`src/rtl/rep_str_seq_pkg.sv`:
```
// Shared execute-stage definitions for the repeated string sequencer:
// state, rep-prefix and operand-size encodings plus pointer step constants.
package rep_str_seq_pkg;

    typedef enum logic [2:0] {
        ST_IDLE   = 3'd0,
        ST_CHK    = 3'd1,
        ST_RD_SRC = 3'd2,
        ST_RD_DST = 3'd3,
        ST_CMP    = 3'd4,
        ST_UPD    = 3'd5,
        ST_DONE   = 3'd6
    } state_e;

    typedef enum logic [1:0] {
        REP_NONE = 2'b00,
        REP_E    = 2'b01,
        REP_NE   = 2'b10,
        REP_RSVD = 2'b11
    } rep_mode_e;

    typedef enum logic [1:0] {
        SZ_BYTE  = 2'b00,
        SZ_WORD  = 2'b01,
        SZ_DWORD = 2'b10,
        SZ_RSVD  = 2'b11
    } op_size_e;

    localparam logic [2:0] DELTA_BYTE  = 3'd1;
    localparam logic [2:0] DELTA_WORD  = 3'd2;
    localparam logic [2:0] DELTA_DWORD = 3'd4;

    // Magnitude of the pointer step; the unused size code steps like a byte.
    function automatic logic [2:0] delta_mag(input op_size_e sz);
        case (sz)
            SZ_WORD:  delta_mag = DELTA_WORD;
            SZ_DWORD: delta_mag = DELTA_DWORD;
            default:  delta_mag = DELTA_BYTE;
        endcase
    endfunction

endpackage

```
`src/rtl/rep_str_seq_ptr_step.sv`:
```
// str_ptr_step: size/direction dependent delta generation plus pointer add.
// Subtracting the magnitude equals adding its two's complement; wraps mod 2^ADDR_W.
module str_ptr_step
    import rep_str_seq_pkg::*;
#(
    parameter int ADDR_W = 32
) (
    input  logic [ADDR_W-1:0] ptr_i,
    input  op_size_e          size_i,
    input  logic              df_i,
    output logic [ADDR_W-1:0] ptr_o
);

    logic [ADDR_W-1:0] mag;

    assign mag   = ADDR_W'(delta_mag(size_i));
    assign ptr_o = df_i ? (ptr_i - mag) : (ptr_i + mag);

endmodule

```
`src/rtl/rep_str_seq.sv`:
```
// Sequencer for LODS/CMPS with optional REPE/REPNE prefix.
// Define REP_STR_REPNE_EN to decode rep_mode 10 as REPNE (otherwise it acts as REPE).
//
// Handshake: a read is requested while mem_req is high and holds mem_addr/mem_rd_size
// stable until the cycle mem_ack is high; that cycle completes the read (mem_out valid).
module rep_str_seq
    import rep_str_seq_pkg::*;
#(
    parameter int ADDR_W = 32,
    parameter int CNT_W  = 32
) (
    input  logic              clk,
    input  logic              rst_n,
    input  logic              start,
    input  logic              op_cmps,
    input  logic [1:0]        rep_mode,
    input  logic [1:0]        op_size,
    input  logic              df,
    input  logic [ADDR_W-1:0] esi_in,
    input  logic [ADDR_W-1:0] edi_in,
    input  logic [CNT_W-1:0]  ecx_in,
    input  logic              mem_ack,
    input  logic              cmps_zf,
    output logic              busy,
    output logic              done,
    output logic              mem_req,
    output logic [ADDR_W-1:0] mem_addr,
    output logic [1:0]        mem_rd_size,
    output logic              latch_en,
    output logic              flags_ld,
    output logic [ADDR_W-1:0] esi_out,
    output logic [ADDR_W-1:0] edi_out,
    output logic [CNT_W-1:0]  ecx_out,
    output logic              wb_en,
    output logic [2:0]        dbg_state_o
);

    state_e            state_q, state_d;
    logic [ADDR_W-1:0] esi_q, esi_d, edi_q, edi_d;
    logic [CNT_W-1:0]  ecx_q, ecx_d;
    logic              cmps_q, cmps_d;
    rep_mode_e         rep_q, rep_d;
    op_size_e          size_q, size_d;
    logic              df_q, df_d;
    logic              zf_q, zf_d;

    logic              busy_q, done_q, mem_req_q, flags_ld_q, wb_en_q;
    logic [ADDR_W-1:0] mem_addr_q;

    logic [ADDR_W-1:0] esi_step, edi_step;
    logic              rep_act, rep_ne, stop;

    str_ptr_step #(.ADDR_W(ADDR_W)) u_step_si (
        .ptr_i  (esi_q),
        .size_i (size_q),
        .df_i   (df_q),
        .ptr_o  (esi_step)
    );

    str_ptr_step #(.ADDR_W(ADDR_W)) u_step_di (
        .ptr_i  (edi_q),
        .size_i (size_q),
        .df_i   (df_q),
        .ptr_o  (edi_step)
    );

    assign rep_act = (rep_q == REP_E) || (rep_q == REP_NE);
`ifdef REP_STR_REPNE_EN
    assign rep_ne = (rep_q == REP_NE);
`else
    assign rep_ne = 1'b0;
`endif

    // ZF termination only applies to CMPS; LODS-style repeats stop on count alone.
    assign stop = !rep_act || (ecx_d == '0) ||
                  (cmps_q && (rep_ne ? zf_q : !zf_q));

    always_comb begin
        state_d = state_q;
        esi_d   = esi_q;
        edi_d   = edi_q;
        ecx_d   = ecx_q;
        cmps_d  = cmps_q;
        rep_d   = rep_q;
        size_d  = size_q;
        df_d    = df_q;
        zf_d    = zf_q;
        case (state_q)
            ST_IDLE: begin
                if (start) begin
                    esi_d   = esi_in;
                    edi_d   = edi_in;
                    ecx_d   = ecx_in;
                    cmps_d  = op_cmps;
                    rep_d   = rep_mode_e'(rep_mode);
                    size_d  = op_size_e'(op_size);
                    df_d    = df;
                    zf_d    = 1'b0;
                    state_d = ST_CHK;
                end
            end
            ST_CHK:    state_d = (rep_act && ecx_q == '0) ? ST_DONE : ST_RD_SRC;
            ST_RD_SRC: if (mem_ack) state_d = cmps_q ? ST_RD_DST : ST_UPD;
            ST_RD_DST: if (mem_ack) state_d = ST_CMP;
            ST_CMP: begin
                zf_d    = cmps_zf;
                state_d = ST_UPD;
            end
            ST_UPD: begin
                esi_d = esi_step;
                if (cmps_q)  edi_d = edi_step;
                if (rep_act) ecx_d = ecx_q - CNT_W'(1);
                state_d = stop ? ST_DONE : ST_RD_SRC;
            end
            ST_DONE:  state_d = ST_IDLE;
            default:  state_d = ST_IDLE;
        endcase
    end

    // Outputs are registered from the next state so they line up with state_q.
    always_ff @(posedge clk) begin
        if (!rst_n) begin
            state_q    <= ST_IDLE;
            esi_q      <= '0;
            edi_q      <= '0;
            ecx_q      <= '0;
            cmps_q     <= 1'b0;
            rep_q      <= REP_NONE;
            size_q     <= SZ_BYTE;
            df_q       <= 1'b0;
            zf_q       <= 1'b0;
            busy_q     <= 1'b0;
            done_q     <= 1'b0;
            mem_req_q  <= 1'b0;
            mem_addr_q <= '0;
            flags_ld_q <= 1'b0;
            wb_en_q    <= 1'b0;
        end else begin
            state_q    <= state_d;
            esi_q      <= esi_d;
            edi_q      <= edi_d;
            ecx_q      <= ecx_d;
            cmps_q     <= cmps_d;
            rep_q      <= rep_d;
            size_q     <= size_d;
            df_q       <= df_d;
            zf_q       <= zf_d;
            busy_q     <= (state_d != ST_IDLE);
            done_q     <= (state_d == ST_DONE);
            wb_en_q    <= (state_d == ST_DONE);
            flags_ld_q <= (state_d == ST_CMP);
            mem_req_q  <= (state_d == ST_RD_SRC) || (state_d == ST_RD_DST);
            mem_addr_q <= (state_d == ST_RD_SRC) ? esi_d :
                          (state_d == ST_RD_DST) ? edi_d : '0;
        end
    end

    // Source capture must coincide with the ack cycle, so this one is decoded.
    assign latch_en    = (state_q == ST_RD_SRC) && mem_ack;
    assign busy        = busy_q;
    assign done        = done_q;
    assign mem_req     = mem_req_q;
    assign mem_addr    = mem_addr_q;
    assign mem_rd_size = size_q;
    assign flags_ld    = flags_ld_q;
    assign wb_en       = wb_en_q;
    assign esi_out     = esi_q;
    assign edi_out     = edi_q;
    assign ecx_out     = ecx_q;
    assign dbg_state_o = state_q;

endmodule

```
`config.mk`:
```
export PLATFORM = sky130hd
export DESIGN_NAME = rep_str_seq
export DESIGN_NICKNAME = d
export VERILOG_FILES = /design/src/rtl/rep_str_seq_pkg.sv /design/src/rtl/rep_str_seq_ptr_step.sv /design/src/rtl/rep_str_seq.sv
export SDC_FILE = /design/constraint.sdc
export NUM_CORES = 1
export LEC_CHECK = 0
export CORE_AREA = 8 8 182 201
export DETAILED_ROUTE_END_ITERATION = 7
export DIE_AREA = 0 0 190 209
export PLACE_DENSITY = 0.63
export RECOVER_POWER = 50
export SYNTH_ARGS = -nofsm -noshare
export SYNTH_HDL_FRONTEND = slang
export SYNTH_SLANG_ARGS = --single-unit
```
`constraint.sdc`:
```
create_clock -name clk -period 6.29 [get_ports clk]
set_clock_uncertainty 0.2 [all_clocks]
set_input_delay 1.258 -clock clk [delete_from_list [all_inputs] [get_ports clk]]
set_output_delay 1.258 -clock clk [all_outputs]
set_load 0.005 [all_outputs]
```
==> metrics.yaml <==
synth_top_family_by_area: "compound AO/OA/AOI/OAI gates"
ctsHtreeMaxLevel: 4
ant_nets: 0
power_frac_clock_pct: 34.5
cellInternalPower_mw: 1.98
crit_type: "input port to register"
cts_tree: "done"
hpwl_um: 31600
vias: 10833
yosys.area.top_type: "dfxtp_1"
synthMuxAreaShare_pct: 1.67
synthFlopType: "dfxtp_1"
routed_wl_um: 41800
synthTopCellsByArea: "dfxtp_1, ha_1, a21oi_1"
wl_per_cell_um: 22.0
yosys_warnings: 0
grt_start_max_net_pins: 60
layout_commonest_cell: "dfxtp_1"
ys_seq_area_share_pct: 29.0
synth_seq_cells: 142
clk_latency_ns: 0.44
ctsHoldBuffers: 0
gp_congestion: 0.936
fmax_mhz: 195
clk_pin_slew_ns: 0.07
core_um2: 33000
synthArstFlopShare_pct: 0
post-route-min-period_ns: 5.12
max-clock-path-buffers: 2
layout_common_cells: "dfxtp_1, nor2_1, dlygate4sd3_1"
nets: 1633
place.port_buffers: 245
start_util_pct: 29.7
sequentialPowerShare_pct: 34.4
fin_cells: 1904
worst-path-max-fanout: 36
rsz0062_at_grt: "false"
grt.total_usage_pct: 20.2
clock_sinks: 142
syn-num-nets: 1428
synthXorXnorAreaFrac_pct: 4.38
fp.dieW_um: 190
drc: 0
cts_root_buffer: "clkbuf_16"
setup_violations: 0
synth_compound_gate_area_share_pct: 27.0
fillers: 3364
layout-drive-gt1-share_pct: 5.10
avgViaCountPerCell: 5.69
drtPass1Iterations: 6
tns_ns: 0
num_io_pins: 246
place_inst: 1872
status: "completed"
hold_path.class: "register to register"
final_hold_viol_count: 0
pwr_density_cell_nw_per_um2: 232
gr-total-overflow: 0
maxCapViolCount: 0
tightestPinTransition_ns: 0.985
required_ns: 6.33
p_leak_nw: 5.60
antenna_found_initial: 2
synth_top_area_share_pct: 29.0
yosys.area_share.adder_pct: 8.71
cts_setup_buffers: 0
grt_pass1_wl_um: 63000
syn_inst: 1254
p_sw_mw: 1.09
synth-edff-count: 0
pwr-share-comb_pct: 31.1
slew_viol_final: 0
synthSimpleGateAreaFrac_pct: 24.5
area_growth_pct: 34.9
rows: 70
slew_headroom_pct: 34.3
ir_drop_mv: 0.151
numCtsBuffers: 17
r2r_slack_ns: 1.63
switching_share_pct: 35.4
period_share_pct: 81.4
syn_area_um2: 9800
drtIter0Drc: 919
antenna-diode-count: 0
start_kind: "input port"
ctsResizeCount: 0
ys_types: 81
dieArea_um2: 39700
fp.dieH_um: 209
grt_pass1_vias: 10790
syn_area_per_cell_um2: 7.82
worstPathArrival_ns: 5.16
critPathCaptureType: "register"
## cell usage after synthesis (11+ instances only)
master    count
o21a_1       18
nor4_1       20
xor2_1       17
buf_1        12
clkbuf_1     54
a21o_1       20
xnor2_1      32
nand2b_1     19
nand2_1     117
a22oi_1      21
dfxtp_1     142
a31oi_1      26
a222oi_1     29
nor2_1      138
o21ai_0      58
and2_1       29
mux2i_1      13
nand4_1      19
nor3_1       37
a221oi_1     11
and3_1       17
ha_1         65
a21oi_1     107
nand3_1      32
inv_1        30
## layout make-up
type | count | area [µm²] | area share (%)
Timing Repair Buffer | 266 | 2610 | 19.7
Inverter | 31 | 116 | 0.880
Tap cell | 432 | 541 | 4.09
Sequential cell | 142 | 2840 | 21.5
Clock inverter | 13 | 155 | 1.17
Clock buffer | 19 | 443 | 3.35
Multi-Input combinational cell | 1001 | 6510 | 49.2
## critical path: stages
cell and delay (ns):
dlygate4sd3_1 0.78, nor4b_4 0.29, buf_4 0.46, nor2_4 0.12, o21ai_0 0.24, nand2_1 0.09, or4b_2 0.60, nor4_1 0.26
nand4_1 0.17, o21ai_2 0.31, or2_1 0.15, buf_4 0.31, a2111oi_0 0.11
## power by group through the flow
| stage | Combinational, mW | Sequential, mW | Clock (mW) |
|---|---|---|---|
| global placement | 0.966 | 1.08 | 0 |
| global route | 1.04 | 1.06 | 1.11 |
| CTS | 0.977 | 1.06 | 1.08 |
| detailed placement | 0.971 | 1.08 | 0 |
| floorplan | 0.568 | 1.05 | 0 |
| finish | 0.954 | 1.06 | 1.06 |
## logic make-up (layout without fill, tap and decap cells)
group | after synthesis | count (layout)
AO/OA/AOI/OAI | 385 | 385
buffers and inverters | 111 | 329
flip-flops | 142 | 142
AND/OR/NAND/NOR | 484 | 484
XOR/XNOR | 49 | 49
multiplexers | 16 | 16
adder cells (fa/ha/maj) | 67 | 67
## per-stage QoR
step / total power [mW] / area [µm²] / hold WS, ns / setup WS (ns) / util, %
finish: 3.07 / 13200 / 0.284 / 1.17 / 40.0
detailed placement: 2.05 / 12600 / 0.270 / 0.804 / 38.2
CTS: 3.11 / 13200 / 0.280 / 1.27 / 40.0
global route: 3.22 / 13200 / 0.309 / 0.959 / 40.0
floorplan: 1.62 / 9800 / 0.245 / 1.59 / -
global placement: 2.04 / 12600 / 0.260 / 0.932 / 38.2
## state kept, by name, indices dropped and copies added, names as in the netlist, 2 cells and up
| name | count |
|---|---|
| dbg_state_o | 3 |
| esi_out | 32 |
| mem_rd_size | 2 |
| edi_out | 32 |
| rep_q | 2 |
| ecx_out | 32 |
| mem_addr | 32 |
## final timing paths
check                               endpoint           start  cells past startpoint
worst min-delay path                rep_q[0]        rep_q[0]                      2
worst min register to register      rep_q[0]        rep_q[0]                      2
worst max register to register  mem_addr[16]  dbg_state_o[1]                     12
worst max-delay path            mem_addr[16]           start                     13
## metal layers
| layer | global-route usage (%) | wire (µm) | share of wire, % |
|---|---|---|---|
| met1 | 24.8 | 17400 | 42 |
| met2 | 32.5 | 18800 | 45 |
| met3 | 6.60 | 4270 | 10 |
| met4 | 7.39 | 1260 | 3.0 |
| met5 | 0 | 23 | 0.055 |
No activity file was read; power rests on OpenSTA's default activity.
